### config.mk
export PLATFORM = sky130hd
export DESIGN_NAME = inout_sram_loader
export DESIGN_NICKNAME = d
export VERILOG_FILES = /design/src/rtl/inout_sram_loader.sv
export SDC_FILE = /design/constraint.sdc
export NUM_CORES = 1
export LEC_CHECK = 0
export CAP_MARGIN = 20
export CORE_MARGIN = 3
export CORE_UTILIZATION = 51
export DETAILED_ROUTE_END_ITERATION = 10
export GPL_TIMING_DRIVEN = 0
export HOLD_SLACK_MARGIN = 0.15
export PLACE_DENSITY_LB_ADDON = 0.25
export SLEW_MARGIN = 20
export SYNTH_ARGS = -nofsm -noshare
export SYNTH_HDL_FRONTEND = slang
export SYNTH_SLANG_ARGS = --single-unit
### constraint.sdc
create_clock -name clk -period 2.7 [get_ports clk]
set_input_delay 0.27 -clock clk [delete_from_list [all_inputs] [get_ports clk]]
set_output_delay 0.27 -clock clk [all_outputs]
set_load 0.05 [all_outputs]
### src/rtl/inout_sram_loader.sv
// rtl/inout_sram_loader.sv - lane-major stream-to-banked-SRAM write front end
// Optional feature: LOADER_ABORT_EN adds the abort input.
module inout_sram_loader #(
  parameter int NUM_BANKS   = 64,
  parameter int ADDR_WIDTH  = 4,
  parameter int DATA_WIDTH  = 16,
  parameter int TOTAL_WORDS = 784
) (
  input  logic                  clk,
  input  logic                  rst_n,
  input  logic                  start,
`ifdef LOADER_ABORT_EN
  input  logic                  abort,
`endif
  input  logic                  in_valid,
  output logic                  in_ready,
  input  logic [DATA_WIDTH-1:0] in_data,
  output logic [NUM_BANKS-1:0]  sram_we,
  output logic [ADDR_WIDTH-1:0] sram_addr,
  output logic [DATA_WIDTH-1:0] sram_wdata,
  output logic                  busy,
  output logic                  done
);

  localparam int BANK_W = (NUM_BANKS > 1) ? $clog2(NUM_BANKS) : 1;
  localparam int WORD_W = (TOTAL_WORDS > 1) ? $clog2(TOTAL_WORDS) : 1;

  typedef enum logic [1:0] {IDLE, LOAD, DONE} state_t;

  state_t            state, nextState;
  logic [BANK_W-1:0] bankCnt;
  logic [ADDR_WIDTH-1:0] rowCnt;
  logic [WORD_W-1:0] wordCnt;
  logic              accept;
  logic              lastWord;
  logic              abortHit;

`ifdef LOADER_ABORT_EN
  assign abortHit = abort & (state != IDLE);
`else
  assign abortHit = 1'b0;
`endif

  assign accept   = in_valid & in_ready;
  assign lastWord = (wordCnt == WORD_W'(TOTAL_WORDS - 1));

  always_ff @(posedge clk or negedge rst_n) begin
    if (!rst_n) begin
      state <= IDLE;
    end else begin
      state <= nextState;
    end
  end

  always_comb begin
    nextState = state;
    case (state)
      IDLE:    if (start) nextState = LOAD;
      LOAD:    if (accept && lastWord) nextState = DONE;
      DONE:    nextState = IDLE;
      default: nextState = IDLE;
    endcase
    // Abort wins over a final accept landing on the same edge.
    if (abortHit) nextState = IDLE;
  end

  always_comb begin
    in_ready = (state == LOAD);
    busy     = (state != IDLE);
    done     = (state == DONE);
  end

  always_ff @(posedge clk or negedge rst_n) begin
    if (!rst_n) begin
      sram_we    <= '0;
      sram_addr  <= '0;
      sram_wdata <= '0;
      bankCnt    <= '0;
      rowCnt     <= '0;
      wordCnt    <= '0;
    end else begin
      sram_we <= '0;
      if (abortHit || (state == IDLE && start)) begin
        bankCnt <= '0;
        rowCnt  <= '0;
        wordCnt <= '0;
      end else if (accept) begin
        sram_we    <= {{(NUM_BANKS-1){1'b0}}, 1'b1} << bankCnt;
        sram_addr  <= rowCnt;
        sram_wdata <= in_data;
        wordCnt    <= wordCnt + 1'b1;
        if (bankCnt == BANK_W'(NUM_BANKS - 1)) begin
          bankCnt <= '0;
          rowCnt  <= rowCnt + 1'b1;
        end else begin
          bankCnt <= bankCnt + 1'b1;
        end
      end
    end
  end

endmodule

=== After elaboration in Yosys (flattened, before gate mapping) ===
Index checks and enable logic that the tools add are counted.
W data, S select, Z words.

* $add $sub $neg: 3
* Equal/unequal tests: 6
* Shifts and indexed selects: 1
* Mux-type cells: 13
* Bitwise operators: 2
* Reductions and logical operators: 9

{| class="wikitable"
|+ Operators by type and width
! operator !! number
|-
| $mux W64 || 2
|-
| $shl A1 B6 Y64 const A || 1
|-
| $mux W10 || 2
|-
| $mux W6 || 3
|-
| $mux W4 || 3
|-
| $add A10 B1 Y10 const B || 1
|-
| $eq A10 B10 Y1 const B || 1
|-
| $add A6 B1 Y6 const B || 1
|-
| $eq A6 B6 Y1 const B || 1
|-
| $reduce_and A2 Y1 || 3
|-
| $reduce_bool A2 Y1 || 3
|-
| $add A4 B1 Y4 const B || 1
|-
| $mux W2 || 2
|-
| $pmux W2 S2 || 1
|-
| $eq A2 B1 Y1 const B || 1
|-
| $eq A2 B2 Y1 const B || 1
|-
| $logic_and A1 B1 Y1 || 2
|-
| $logic_not A2 Y1 || 1
|-
| $ne A2 B1 Y1 const B || 1
|-
| $ne A2 B2 Y1 const B || 1
|-
| $and A1 B1 Y1 || 1
|-
| $not A1 Y1 || 1
|}

* Flip-flop bits (word level): 106
* Input bits: 20
* Output and inout bits: 87

=== Logic depth before layout (Yosys ltp) ===
Gate-level depths: netlist of the first run.

* Depth in word-level cells: 5
* Depth in mapped cells: 6
* Mapped depth without buffers: 5

=== Least setup slack after synthesis of the first run ===
No wires, ideal clock.

* Path kind: reg-to-reg
* Start: reg state[0]
* End: reg state[0]
* Library setup time: 0.082 ns
* Data arrival time: 1.456 ns
* Setup slack: 1.162 ns
* Cell stages (with the launch flop): 5
* Period minus slack after synthesis: 1.538 ns
* Path through: dfrtp_1 > buf_4 > nor2b_1 > nor2_1 > a31oi_1

* Word-level cells in the longest chain between the ends: 5
* Elaborated cells on any way between the ends: 8
* Those cells by class: 3 x eq/ne; 1 x mux; 1 x bitwise; 3 x reduce/logical

{| class="wikitable"
|+ RTL lines
! element !! RTL line !! source
|-
| start, declared || 30 || <nowiki>state_t state, nextState;</nowiki>
|-
| start signal, assigned || 51 || <nowiki>state <= nextState;</nowiki>
|-
| $eq A2 B1 Y1 (*) || 68 || <nowiki>in_ready = (state == LOAD);</nowiki>
|-
| net in_ready || 16 || <nowiki>output logic in_ready,</nowiki>
|-
| $and A1 B1 Y1 || 44 || <nowiki>assign accept = in_valid & in_ready;</nowiki>
|-
| $logic_and A1 B1 Y1 || 59 || <nowiki>LOAD: if (accept && lastWord) nextState = DONE;</nowiki>
|-
| $ne A2 B1 Y1 (no line) || -- ||
|-
| $reduce_and A2 Y1 (no line) || -- ||
|}

The timed path passes the listed nets; every way through them passes the cells marked *.
A chain may end at the register's enable or synchronous reset.

=== Worst setup path after layout of the first run ===
* Start: reg state[0]
* End: out busy

* Word-level cells in the longest chain between the ends: 1

{| class="wikitable"
|+ RTL lines
! element !! RTL line !! source
|-
| $reduce_bool A2 Y1 || 69 || <nowiki>busy = (state != IDLE);</nowiki>
|-
| end, declared || 21 || <nowiki>output logic busy,</nowiki>
|}

No other way between the ends.

==> metrics, run 1 <==
final hold violations 0; power per cell area 667 nW/um^2; reg2reg end rowCnt[3]; critical path's top delay family buffers and inverters; reg2reg start bankCnt[1]; Worst path depth 3; Syn Inst Count 364; area grow syn2layout 36.0%; Die Footprint 8830 sq um; routability cong. 0.828; period utilization 79.1%; die height ~94 um; TritonCTS clock tree built; Detailed Place HPWL about 6100 um; worst path cell trace buf_4 -> or2_2 -> clkdlybuf4s50_1; met2 usage 34.4%; Antenna diodes 0; max capacitance violation total 0; Max FO, Critical Path 10; top_reg_cell synth dfrtp_1; DRT antenna net count 0; Slew Limit Fails 0; layer with the highest usage met2; DRT Wirelength around 8500 um; drt initial violations roughly 180; setup_tns 0 ps; fin area around 5400 sq um; layout cell share with drive strength beyond 1 6.35%; Placed Cells between 500 and 600; largest net degree at the start of global routing 70; DR WL/cell 14.4 um; # IOs between 100 and 150; most common cell in the netlist dfrtp_1; DR vias/cell 5.06; Synth area leaders dfrtp_1 67%, nand2_1 8.3%, nor2_1 6.5%; combinational share of power 23.8%; most instantiated cells after synthesis 106 x dfrtp_1, 87 x nand2_1, 68 x nor2_1, 9 x a21oi_1, 9 x inv_1; DP Area 5160 sq um; CP required 2430 ps; Setup CP Type reg2out; top-area cell type share of the netlist area 67.2%; Int Power ~2.4 mW; CP endpoint kind primary output; Slowest-stage cell, CP clkdlybuf4s50_1; I/O Buffers 106; RSZ-0062 raised after global routing false; GR Util met1 26.5%; drt pass-1 iters 4; Seq pwr share just under 50%; Die X about 94 um; skew final 12.5 ps; Psw 1.22 mW; Synth Net Count a little under 400; GR Util met3 3.93%; setup ws final roughly 560 ps; final hold slack 363 ps; Ys Warns 0; CTS max path bufs 2; Cell Rows 31; Least-Margin Pin Slew 556 ps; Fmax 0.468 GHz; Slew HR between 60% and 70%; mapped cell area 3950 sq um; R2R setup slack 960 ps; Final Util 72.9%; GRT Util Overall between 20% and 30%; P_leak about 2.5 nW; Final nets 511; Reg clk slew, reported paths 100 ps; distinct cell type count after synthesis 40; initial antenna violation count 0; CP bufs+invs 2; Setup crit start kind register; EDFF count, synth 0; reg2reg path depth 5; Setup violations, final 0; pre-CTS setup slack 740 ps; CTS root buf clkbuf_8; Net Sw Frac 34.1%; Avg Cell Area, Syn roughly 11 sq um; cell taking the most area after synthesis dfrtp_1; Worst EP arrival 1870 ps; class of the worst hold path in2async; Initial Utilization 53.6%; Pwr Total 3.58 mW; vias post-DR 2970; H-tree Lvls 3; sequential share of the synthesized area 67.2%; status finished, final reports clean; CTS Buf Count 9; fin crit period 2140 ps; CTS sink cnt 106; GRT overflow 0; clock power share a little over a quarter; core area 7370 sq um; Post-CTS Setup Bufs 0; Clk Latency, worst-skew pair between 300 and 400 ps; Non-Filler Instances 587; fraction of registers with async set/reset 100%; global-route wire length before repair 13900 um; Synth Register Bits between 100 and 150; worst-case vdd ir drop 0.334 mV; Max stage delay on crit path 700 ps; FILL cells 529; vias in the first global route 2783; # DRC 0
registers in the layout (all words and copies together) (netlist names):
register,count
sram_addr,4
state,2
bankCnt,6
sram_wdata,16
sram_we,64
rowCnt,4
wordCnt,10
cell type report:
type,count,area [sq um],share of cell area [%]
flip-flops and latches,106,2650,49.4
multi-input cells,236,1190,22.2
repair buffers,108,1100,20.5
clock buffers,11,151,2.82
well taps,99,124,2.31
plain buffers,13,68.8,1.28
clock inverters,5,45.0,0.839
inverters,9,33.8,0.629
kinds of logic (layout without fill, tap and decap cells):
| group | after synthesis | count (layout) | synth area share [%] |
|---|---|---|---|
| AOI/OAI and AO/OA | 27 | 27 | 4.37 |
| and+or+nand+nor | 195 | 195 | 21.8 |
| muxes | 6 | 6 | 1.52 |
| buffers and inverters | 22 | 146 | 2.60 |
| DFF | 106 | 106 | 67.2 |
| adders and majority gates | 8 | 8 | 2.53 |
worst max-delay path by stage:
stage / from / to / slack [ps]
floorplan: state[0] / state[0] / 1160
global placement: rst_n / wordCnt[9] / -2330
detailed placement: in_valid / rowCnt[3] / 740
CTS: state[0] / busy / 550
global route: state[0] / in_ready / 470
finish: state[0] / busy / 560
layout by cell type (no fill, tap or decap), types with 5 or more instances in the layout:
cell	Yosys	layout
dfrtp_1	106	106
clkdlybuf4s50_1	0	105
nand2_1	87	87
nor2_1	68	68
clkbuf_8	0	11
inv_1	9	9
a21oi_1	9	9
ha_1	8	8
nand3_1	7	7
buf_2	6	6
mux2i_1	6	6
nor4_1	5	5
o21ai_0	5	5
metal layers:
layer  share of wire, %  wire, um
met4                1.7       148
met2                 50      4260
met3                5.0       420
met1                 43      3650
met5                  0         0
what timing repair did:
action | 4_1_cts | 5_1_grt
gates resized for setup | 0 | 0
endpoints found under the hold margin | 37 | 0
hold buffers | 1 | 0
power by group through the flow:
stage          registers, mW  clock network (mW)  logic (mW)
6_report                1.77               0.952       0.854
5_1_grt                 1.79                1.04       0.938
4_1_cts                 1.77               0.962       0.859
3_5_place_dp            1.81                   0       0.854
3_3_place_gp            1.80                   0       0.827
2_1_floorplan           2.00                   0       0.356
(Power assumes the default switching activity.)
==> run 2, diff against run 1 <==
--- a/config.mk
+++ b/config.mk
@@ -7,7 +7,7 @@
 export LEC_CHECK = 0
 export CAP_MARGIN = 20
 export CORE_MARGIN = 3
-export CORE_UTILIZATION = 51
+export CORE_UTILIZATION = 48
 export DETAILED_ROUTE_END_ITERATION = 10
 export GPL_TIMING_DRIVEN = 0
 export HOLD_SLACK_MARGIN = 0.15
==> constraint.sdc (replaced) <==
create_clock -name clk -period 2.1 [get_ports clk]
set_input_delay 0.21 -clock clk [delete_from_list [all_inputs] [get_ports clk]]
set_output_delay 0.21 -clock clk [all_outputs]
set_load 0.05 [all_outputs]
==> run 2 against run 1 <==
Sequential share of layout area barely moved. Clock power increased by 27%. Combinational power grew 28%. Clock-buffer cell count decreased by 2. Hold slack worse by 69 ps. Design area about the same. Final cell count up 0.51%. Critical endpoint unchanged.
==> metrics, run 2 (synthesis gave the netlist of run 1 again) <==
area grow syn2layout 36.0%; global-route wire length before repair 14100 um; Worst path depth 3; status finished, final reports clean; max capacitance violation total 0; CP bufs+invs 2; drt pass-1 iters 4; CP endpoint kind primary output; TritonCTS clock tree built; vias post-DR 2922; fin crit period 1800 ps; Setup violations, final 0; initial antenna violation count 0; DP Area a little over 5000 sq um; die height 96.7 um; I/O Buffers 106; final hold violations 0; Max stage delay on crit path 420 ps; Worst EP arrival ~1600 ps; worst path cell trace buf_4 -> or2_2 -> dlygate4sd2_1; Reg clk slew, reported paths approximately 110 ps; Setup CP Type reg2out; Antenna diodes 0; drt initial violations 103; Final nets 511; fin area 5370 sq um; Initial Utilization 50.3%; Clk Latency, worst-skew pair 370 ps; pre-CTS setup slack 239 ps; Detailed Place HPWL around 6000 um; power per cell area 853 nW/um^2; Largest regs sram_we x64, sram_wdata x16, wordCnt x10; Slew HR 64.6%; routability cong. 0.797; largest net degree at the start of global routing 69; CTS max path bufs 2; DRT Wirelength 8530 um; setup ws final 303 ps; H-tree Lvls 3; Largest Register sram_we; DRT antenna net count 0; Cell Rows 32; Post-CTS Setup Bufs 0; GRT overflow 0; class of the worst hold path in2async; DR WL/cell 14.4 um; GRT Util Overall 18.6%; # IOs between 100 and 150; critical path's top delay family buffers and inverters; CTS Buf Count 9; period utilization ~86%; commonest non-fill, non-tap cell in the layout dfrtp_1; layout cell share with drive strength beyond 1 6.35%; Fmax around 0.56 GHz; Max FO, Critical Path 10; DR vias/cell 4.95; Slowest-stage cell, CP dlygate4sd2_1; most frequent cells in the layout 106 x dfrtp_1, 102 x clkdlybuf4s50_1, 87 x nand2_1; reg2reg path depth 5; # DRC 0; max reg flops 64; Setup crit start kind register; Pwr Total ~4.6 mW; Die X 96.7 um; skew final 8.49 ps; Least-Margin Pin Slew about 530 ps; P_leak around 2.5 nW; CTS sink cnt 106; RSZ-0062 raised after global routing false; CP required 1890 ps; Slew Limit Fails 0; Die Footprint 9350 sq um; core area ~8000 sq um; worst-case vdd ir drop 0.420 mV; vias in the first global route 2911; CTS root buf clkbuf_8
## run 2: cell count changes in the layout (fill, tap and decap cells not counted), moves of 2 or more
cell	previous run	this run
dlymetal6s2s_1	0	2
clkdlybuf4s50_1	105	102
inv_6	2	4
clkbuf_8	11	9
## run 2: per-layer routing
layer,wire (um),GRT usage [%],vias up
met5,0,0,-
met4,194,8.21,0
met3,404,3.46,16
li1,-,-,1422
met1,3810,24.4,1406
met2,4110,30.4,78
## run 2: final cells by class
type | instances | area (sq um)
buffer | 13 | 68.8
tap | 102 | 128
sequential | 106 | 2650
timing repair buffer | 108 | 1100
clock inverter | 7 | 67.6
multi-input combinational | 236 | 1190
inverter | 9 | 33.8
fill | 606 | 2480
clock buffer | 9 | 124
## run 2: what timing repair did
action / 4_1_cts / 5_1_grt
gates resized for setup: 1 / 2
endpoints found under the setup margin: 1 / 2
hold buffers: 1 / 0
endpoints found under the hold margin: 106 / 0
## run 2: through the flow
| step | hold slack [ps] | setup TNS, ps | instances | utilization (%) |
|---|---|---|---|---|
| finish | 295 | 0 | 590 | 68.4 |
| global route | 326 | 0 | 590 | 68.4 |
| CTS | 298 | 0 | 590 | 68.4 |
| detailed placement | 139 | 0 | 573 | 65.8 |
| global placement | 458 | -312040 | 572 | 65.5 |
| floorplan | -85.6 | 0 | 364 | - |
## run 2: final timing paths
| path | startpoint | endpoint | slack [ps] |
|---|---|---|---|
| worst max-delay path | state[0] | busy | 300 |
| worst min-delay path | rst_n | sram_we[57] | 290 |
| worst max register to register | bankCnt[0] | rowCnt[3] | 350 |
| worst min register to register | rowCnt[3] | rowCnt[3] | 480 |
| max in group asynchronous | rst_n | sram_we[40] | 1170 |
| min in group clk | in_data[5] | sram_wdata[5] | 360 |
## run 2: where the power goes
| part | leakage, nW | total (mW) | internal (mW) | switching, mW |
|---|---|---|---|---|
| logic | 0.958 | 1.09 | 0.336 | 0.750 |
| clock network | 0.0997 | 1.21 | 0.465 | 0.745 |
| registers | 1.43 | 2.29 | 2.18 | 0.104 |
==> run 3, diff against run 2 <==
--- a/config.mk
+++ b/config.mk
@@ -5,6 +5,7 @@
 export SDC_FILE = /design/constraint.sdc
 export NUM_CORES = 1
 export LEC_CHECK = 0
+export ABC_CLOCK_PERIOD_IN_PS = 2100
 export CAP_MARGIN = 20
 export CORE_MARGIN = 3
 export CORE_UTILIZATION = 48
==> results of run 3 <==
Final layout, timing and power as in run 2 (identical DEF).
